## config.mk

```make
export PLATFORM = sky130hd
export DESIGN_NAME = ps2_keymap_tracker
export DESIGN_NICKNAME = d
export VERILOG_FILES = /design/src/rtl/ps2_keymap_tracker.sv
export SDC_FILE = /design/constraint.sdc
export NUM_CORES = 1
export LEC_CHECK = 0
export BUFFER_PORTS_ARGS = -buffer_cell sky130_fd_sc_hd__buf_4
export CAP_MARGIN = 40
export CORE_ASPECT_RATIO = 0.8
export CORE_UTILIZATION = 40
export CTS_BUF_LIST = sky130_fd_sc_hd__clkbuf_4 sky130_fd_sc_hd__clkbuf_8 sky130_fd_sc_hd__clkbuf_16
export CTS_CLUSTER_SIZE = 20
export DETAILED_ROUTE_END_ITERATION = 16
export HOLD_SLACK_MARGIN = 0.12
export SLEW_MARGIN = 20
export SYNTH_ARGS = -nofsm -noshare
export SYNTH_HDL_FRONTEND = slang
export SYNTH_SLANG_ARGS = --single-unit
```

## constraint.sdc

```tcl
create_clock -name clock -period 6 [get_ports clock]
set_input_delay 0.6 -clock clock [delete_from_list [all_inputs] [get_ports clock]]
set_output_delay 0.6 -clock clock [all_outputs]
set_load 0.02 [all_outputs]
```

## src/rtl/ps2_keymap_tracker.sv

```systemverilog
// PS/2 set-2 key tracker: decodes E0/F0 prefixes, keeps a held-key bitmap for a
// configurable key table and queues deduplicated make/break events in a FWFT FIFO.
//
// state  | meaning
// IDLE   | no prefix pending
// EXT    | E0 received, waiting for code or F0
// BRK    | F0 received, next byte is a plain break code
// EXTBRK | E0 F0 received, next byte is an extended break code
module ps2_keymap_tracker #(
   parameter int                    NUM_KEYS   = 4,
   parameter logic [9*NUM_KEYS-1:0] KEY_TABLE  = {9'h174, 9'h172, 9'h16B, 9'h175},
   parameter int                    FIFO_DEPTH = 8,
   localparam int                   IDXW       = (NUM_KEYS > 1) ? $clog2(NUM_KEYS) : 1,
   localparam int                   PTRW       = $clog2(FIFO_DEPTH),
   localparam int                   CNTW       = PTRW + 1
) (
   input  logic                clock,
   input  logic                resetn,
   input  logic                ps2_key_pressed,
   input  logic [7:0]          ps2_key_data,
   input  logic                flush,
   input  logic                evt_ready,
   input  logic                ovf_clr,
   output logic [NUM_KEYS-1:0] key_held,
   output logic                any_held,
   output logic                evt_valid,
   output logic [IDXW:0]       evt_data,
   output logic [CNTW-1:0]     evt_count,
   output logic                overflow,
   output logic [8:0]          last_code
);

   typedef enum logic [1:0] {S_IDLE, S_EXT, S_BRK, S_EXTBRK} state_t;

   state_t              state_q, state_d;
   logic [NUM_KEYS-1:0] key_held_q, key_held_d;
   logic [8:0]          last_code_q;
   logic                overflow_q;

   logic [IDXW:0]       mem_q [FIFO_DEPTH];
   logic [PTRW-1:0]     wr_ptr_q, rd_ptr_q;
   logic [CNTW-1:0]     count_q;

   logic                stb;
   logic                cmpl, cmpl_brk, cmpl_ext;
   logic [8:0]          code;
   logic                hit;
   logic [IDXW-1:0]     hit_idx;
   logic                push, pop, full, wr_en, drop;

   // Flush discards any byte arriving in the same cycle.
   assign stb  = ps2_key_pressed & ~flush;
   assign code = {cmpl_ext, ps2_key_data};

   // Prefix decode: decide next state and whether this byte completes a code.
   always_comb begin
      state_d  = state_q;
      cmpl     = 1'b0;
      cmpl_brk = 1'b0;
      cmpl_ext = 1'b0;
      if (stb) begin
         unique case (state_q)
            S_IDLE: begin
               if (ps2_key_data == 8'hE0)      state_d = S_EXT;
               else if (ps2_key_data == 8'hF0) state_d = S_BRK;
               else if (!(ps2_key_data inside {8'hAA, 8'hFA, 8'hEE, 8'hFE, 8'hE1}))
                  cmpl = 1'b1;
            end
            S_EXT: begin
               if (ps2_key_data == 8'hF0) state_d = S_EXTBRK;
               else begin
                  cmpl     = 1'b1;
                  cmpl_ext = 1'b1;
                  state_d  = S_IDLE;
               end
            end
            S_BRK: begin
               cmpl     = 1'b1;
               cmpl_brk = 1'b1;
               state_d  = S_IDLE;
            end
            S_EXTBRK: begin
               cmpl     = 1'b1;
               cmpl_brk = 1'b1;
               cmpl_ext = 1'b1;
               state_d  = S_IDLE;
            end
            default: state_d = S_IDLE;
         endcase
      end
   end

   // Parallel table lookup; scanning downward lets the lowest matching index win.
   always_comb begin
      hit     = 1'b0;
      hit_idx = '0;
      for (int i = NUM_KEYS - 1; i >= 0; i--) begin
         if (KEY_TABLE[9*i +: 9] == code) begin
            hit     = 1'b1;
            hit_idx = IDXW'(i);
         end
      end
   end

   // An event only fires on a real state change of the key (typematic repeats are dropped).
   always_comb begin
      key_held_d = key_held_q;
      push       = cmpl && hit && (cmpl_brk == key_held_q[hit_idx]);
      if (push) key_held_d[hit_idx] = ~cmpl_brk;
   end

   assign full  = (count_q == CNTW'(FIFO_DEPTH));
   assign pop   = (count_q != '0) && evt_ready && !flush;
   assign wr_en = push && (!full || pop);
   assign drop  = push && full && !pop;

   // Decoder FSM with held-key bitmap and last completed code.
   always_ff @(posedge clock or negedge resetn) begin
      if (!resetn) begin
         state_q     <= S_IDLE;
         key_held_q  <= '0;
         last_code_q <= '0;
      end else if (flush) begin
         state_q     <= S_IDLE;
         key_held_q  <= '0;
      end else begin
         state_q    <= state_d;
         key_held_q <= key_held_d;
         if (cmpl) last_code_q <= code;
      end
   end

   // FIFO storage; contents are only observed through valid pointers, so no reset.
   always_ff @(posedge clock) begin
      if (wr_en && !flush) mem_q[wr_ptr_q] <= {cmpl_brk, hit_idx};
   end

   // FIFO pointers and occupancy; pointer width makes wrap implicit.
   always_ff @(posedge clock or negedge resetn) begin
      if (!resetn) begin
         wr_ptr_q <= '0;
         rd_ptr_q <= '0;
         count_q  <= '0;
      end else if (flush) begin
         wr_ptr_q <= '0;
         rd_ptr_q <= '0;
         count_q  <= '0;
      end else begin
         if (wr_en) wr_ptr_q <= wr_ptr_q + 1'b1;
         if (pop)   rd_ptr_q <= rd_ptr_q + 1'b1;
         if (wr_en && !pop)      count_q <= count_q + 1'b1;
         else if (!wr_en && pop) count_q <= count_q - 1'b1;
      end
   end

   // Sticky overflow; a drop in the same cycle as a clear keeps it set.
   always_ff @(posedge clock or negedge resetn) begin
      if (!resetn)      overflow_q <= 1'b0;
      else if (drop)    overflow_q <= 1'b1;
      else if (ovf_clr) overflow_q <= 1'b0;
   end

   assign key_held  = key_held_q;
   assign any_held  = |key_held_q;
   assign evt_valid = (count_q != '0);
   assign evt_data  = evt_valid ? mem_q[rd_ptr_q] : '0;
   assign evt_count = count_q;
   assign overflow  = overflow_q;
   assign last_code = last_code_q;

endmodule

```

* Yosys cells after proc, flatten, opt, wreduce, memory -nomap -nowiden
Memory sizes are Yosys's and may differ from the RTL's. Cells that the tools add are included.
Operators by class: $add $sub $neg 4, order comparisons 2, equal/unequal tests 17, muxes and demuxes 43, bitwise operators 3, reduce and logical (&&, ||, !) cells 29
Operators with widths (count):
- == test 8 bit (second input constant) | 7
- == test 9 bit (first input constant) | 4
- 2-to-1 mux 4 bit | 5
- 2-to-1 mux 1 bit | 18
- 2-to-1 mux 2 bit | 9
- 2-to-1 mux 3 bit | 5
- logical AND 1 bit | 11
- nonzero test 2 bit | 5
- adder 3 x 1 -> 3 bit (second input constant) | 2
- one-hot mux 2 bit (3 select lines) | 1
- nonzero test 5 bit | 1
- adder 4 x 1 -> 4 bit (second input constant) | 1
- bitwise mux 4 bit | 1
- == test 2 bit (second input constant) | 2
- == test 4 bit (second input constant) | 1
- logical NOT 1 bit | 4
- != test 4 bit (second input constant) | 1
- AND reduction 2 bit | 2
- nonzero test 4 bit | 1
- OR reduction 4 bit | 1
- subtractor 4 x 1 -> 4 bit (second input constant) | 1
- less-than comparator 2 x 3 -> 1 bit (second input constant) | 1
- one-hot mux 1 bit (3 select lines) | 1
- nonzero test 3 bit | 1
- 11 further kinds | 12
Storage, ports and cells: register bits after elaboration 26, RAM bits 24, output and inout port bits 23, memories kept 1
Memory list:
- mem_q | depth 8, width 3, rd ports 1, clocked after Yosys merged registers in 0, write ports 1, line 40 | logic [IDXW:0] mem_q [FIFO_DEPTH];

* Longest topological paths before layout
word-level depth 19, mapped depth 15

* Worst setup path after synthesis
No wires, ideal clock.
path kind input to register, start input ps2_key_data[4], end register count_q[3] (netlist: evt_count[3]), setup time 0.120 ns, data arrival time 3.504 ns, required time 5.880 ns, setup slack 2.376 ns, stages on the path 14, cells stage by stage buf_2 -> and4bb_1 -> a22oi_1 -> and3_1 -> or4_4 -> a211o_1 -> buf_6 -> a21oi_1 -> inv_1 -> ha_1 -> a21o_1 -> a21o_1 -> a31o_2 -> o211a_1
Between the ends: cells in the longest elaborated chain, start to end 17, elaborated cells on any way between the ends 40
Ends and longest elaborated chain:
- start: declaration | line 20 | input logic [7:0] ps2_key_data,
- == test 8 bit | line 65, 70
- 2-to-1 mux 1 bit | line 70 | if (ps2_key_data == 8'hF0) state_d = S_EXTBRK;
- one-hot mux 1 bit (2 select lines) | line 62 | unique case (state_q)
- 2-to-1 mux 1 bit | line 61 | if (stb) begin
- == test 9 bit | line 98 | if (KEY_TABLE[9*i +: 9] == code) begin
- 2-to-1 mux 2 bit (4 in a row) | line 98
- binary-select mux 1 bit (select 2 bit) | line 108 | push = cmpl && hit && (cmpl_brk == key_held_q[hit_idx]);
- 2-to-1 mux 1 bit (not written as such) | line 108
- == test 1 bit | line 108
- logical AND 1 bit (*) | line 108
- logical AND 1 bit (*) | line 114 | assign wr_en = push && (!full || pop);
- logical AND 1 bit or logical NOT 1 bit (tied branches) | line 151, 152
- 2-to-1 mux 4 bit or logical AND 1 bit (tied branches) | line 151, 152
- 2-to-1 mux 4 bit or nonzero test 3 bit (tied branches)
- end signal: assignment | line 151 | if (wr_en && !pop) count_q <= count_q + 1'b1;
- end signal: assignment | line 152 | else if (!wr_en && pop) count_q <= count_q - 1'b1;
- end: declaration | line 42 | logic [CNTW-1:0] count_q;
Mark *: on every way between the ends. The rest lies on a longest branch, timed or not. The select of a mux whose other input is x is not followed. A chain may end at the register's enable or synchronous reset.

* Worst setup path after layout
start input ps2_key_data[2], end register count_q[3] (netlist: evt_count[3])
Same word-level chain as after synthesis.

==> results.toml <==
[setup_path]
path_cells = "buf_4 -> and4bb_1 -> a22oi_1 -> and3_1 -> or4_4 -> a211o_1 -> a21oi_1 -> inv_1 -> ha_1 -> a21o_1 -> a21o_1 -> a31o_2 -> o211a_1"
worstSetupEndpoint = "evt_count[3]"
worstSetupStartpointType = "input pin"
worstPathMaxFanout = 10
cp-end-kind = "register"
crit_top_cell = "a21o_1"
startpoint = "ps2_key_data[2]"
arrival_ps = 3760
r2r_setup_slack_ps = 2680
reg2reg_from = "state_q[1]"
worstPathRequired_ps = 6220
crit_type = "input pin to register"
timing.rr.end = "evt_count[3]"
r2r_cells = 11
max_stage_delay_ps = 450
critPathSlowestCell = "a211o_1"

[power_and_ir_drop]
p_per_area_nw_per_um2 = 298
power.total_w = 0.000919
combPwrFrac_pct = 31.8
leakage_nw = 1.21
clkPwrFrac_pct = 23.2
p_sw_w = 0.000318
switching_share_pct = 34.6
p_seq_share_pct = 45.1
p_int_w = 0.000601
irDropWorstVdd_v = 0.000106

[finish]
mostFrequentLayoutCells = "buf_4 (36), dfrtp_1 (26), edfxtp_1 (24)"
fin_util_pct = 48.1
nFillCells = 580
layout_commonest_cell = "buf_4"
finalNonFillerCells = 340
nets = 274
diodes = 0
syn_to_final_growth_pct = 16.1
multi_input_area_sq_um = 1200
regArea_sq_um = 1370
final_area_sq_um = 3090
drive_above_1_share_pct = 27.0

[timing]
fin_crit_ps = 3540
drv_slew = 0
clock_skew_ps = 6.32
fmax_ghz = 0.282
rsz0062_at_grt = "no"
tightest_slew_ps = 804
finalSetupTns_ps = 0
finalHoldViolations = 0
maxSlewHeadroom_pct = 45.7
setup_violations = 0
fin_crit_sh_pct = 59.0

[grt]
overflow = 0
grt_pass1_vias = 1784
grt_use_met2_pct = 27.1
busiest_layer = "met2"
grt_max_degree = 27
use_met3_pct = 4.44
grt.total_usage_pct = 17.0
antenna_found_initial = 0
use_met1_pct = 23.1
grt_pass1_wl_um = 8890

[placed_design]
place_hpwl_um = 3810
gp_congestion = 0.754
io_buffers = 36
dp_cells = 332
dpl_cell_area_sq_um = 2990

[yosys]
synth_ff_type = "dfrtp_1"
synth_fp_nets = 241
synth.area.top_cells = "edfxtp_1 (27%), dfrtp_1 (24%), mux4_2 (5.1%)"
synthArstFlopShare_pct = 52.0
ys_types = 56
synth_top_area_share_pct = 27.1
synth_edf_count = 24
ys_seq_elements = 50
yosysWarningCount = 0
synthCells = 222
syn_area_sq_um = 2660
yosysTopAreaCell = "edfxtp_1"
yosysSeqAreaShare_pct = 51.6
avgSynthCellArea_sq_um = 12.0

[route]
vias_per_cell = 5.44
post-route-drc-count = 0
firstDrtPassIters = 4
ant_nets = 0
drt-initial-drc-count = 107
wl_um = 5300
wl_per_cell_um = 15.6
vias = 1850

[die]
die_h_um = 74.9
die_x_um = 93.1
coreArea_sq_um = 6410
die-area_sq_um = 6980
rows = 26
start_util_pct = 41.5
io_pins = 37

[clocking]
postCtsHoldBufs = 0
root_buffer = "clkbuf_8"
clock_latency_ps = 320
cts_buffers = 5
post_cts_buffers = 0
cts.sinks = 50
htree_num_levels = 2
clk_pin_slew_worst_paths_ps = 100
clockBufferDepth = 2
cts_tree = "yes"
post_cts_resized = 0

[min_path]
min_path_type = "input pin to asynchronous set/reset pin"

[run_status]
status = "finished clean"

[job]
drv_cap = 0
==> per-layer routing <==
layer / wire (um) / part of all wire (%)
met5: 0 / 0
met4: 57 / 1.1
met3: 223 / 4.2
met2: 2340 / 44
met1: 2680 / 51
==> state kept, by name, summed over array words and instances, names as in the netlist <==
register and cells:
mem_q 24, state_q 2, evt_count 4, last_code 9, rd_ptr_q 3, overflow 1
key_held 4, wr_ptr_q 3
==> synth_stat cells (2+ instances only) <==
cell type / instances
a21o_1: 2
a21oi_1: 11
a22oi_1: 2
a311oi_1: 2
a31o_2: 2
and3_1: 5
and4b_1: 2
buf_2: 2
clkbuf_1: 6
dfrtp_1: 26
edfxtp_1: 24
ha_1: 4
inv_1: 11
mux2_1: 3
mux2_2: 8
mux2i_1: 5
mux4_2: 6
nand2_1: 14
nand3_1: 3
nand3b_1: 2
nand4_1: 2
nand4b_1: 2
nor2_1: 19
nor2b_1: 3
nor3_1: 3
nor3b_1: 2
nor4_1: 4
nor4b_1: 3
nor4bb_1: 2
o211a_1: 2
o21ai_0: 10
o31ai_1: 2
or3_1: 2
xor2_1: 4
==> through the flow <==
stage / worst slack, ps / hold slack (ps)
2_1_floorplan: 2380 / 304
3_3_place_gp: 2210 / 493
3_5_place_dp: 2130 / 498
4_1_cts: 2470 / 190
5_1_grt: 2240 / 198
6_report: 2460 / 179
==> worst max-delay path: cells and delay by family <==
family	cells	cell delay (ps)
compound gates	7	1620
fa+ha+maj	1	280
buf+inv	2	240
simple gates	3	1010
==> cell type report <==
| cell class | count | share of cell area [%] |
|---|---|---|
| multi-input cells | 151 | 39.0 |
| clock inverters | 3 | 0.852 |
| well taps | 84 | 3.41 |
| flip-flops and latches | 50 | 44.4 |
| repair buffers | 36 | 8.76 |
| clock buffers | 5 | 2.23 |
| inverters | 11 | 1.34 |
==> power by group through the flow <==
| stage | sequential [W] | combinational [W] | clock (W) |
|---|---|---|---|
| 2_1_floorplan | 0.000429 | 0.000184 | 0 |
| 3_3_place_gp | 0.000422 | 0.000293 | 0 |
| 3_5_place_dp | 0.000423 | 0.000295 | 0 |
| 4_1_cts | 0.000415 | 0.000296 | 0.000219 |
| 5_1_grt | 0.000420 | 0.000322 | 0.000234 |
| 6_report | 0.000414 | 0.000292 | 0.000213 |
==> cell families after synthesis <==
family | after synthesis | synth area share, %
adder cells (fa/ha/maj) | 5 | 2.64
multiplexers | 24 | 13.0
buffers and inverters | 21 | 3.34
AND/OR/NAND/NOR | 76 | 17.2
AO/OA/AOI/OAI | 40 | 9.89
flip-flops | 50 | 51.6
XOR/XNOR | 6 | 2.26
==> worst min-delay path by stage <==
| stage | endpoint | slack (ps) | from | cells after the start |
|---|---|---|---|---|
| 2_1_floorplan | evt_count[0] | 300 | resetn | 0 |
| 3_3_place_gp | last_code[0] | 490 | last_code[0] | 1 |
| 3_5_place_dp | last_code[4] | 500 | last_code[4] | 1 |
| 4_1_cts | evt_count[1] | 190 | resetn | 1 |
| 5_1_grt | evt_count[1] | 200 | resetn | 1 |
| 6_report | evt_count[2] | 180 | resetn | 1 |
No activity file was read; power rests on OpenSTA's default activity.
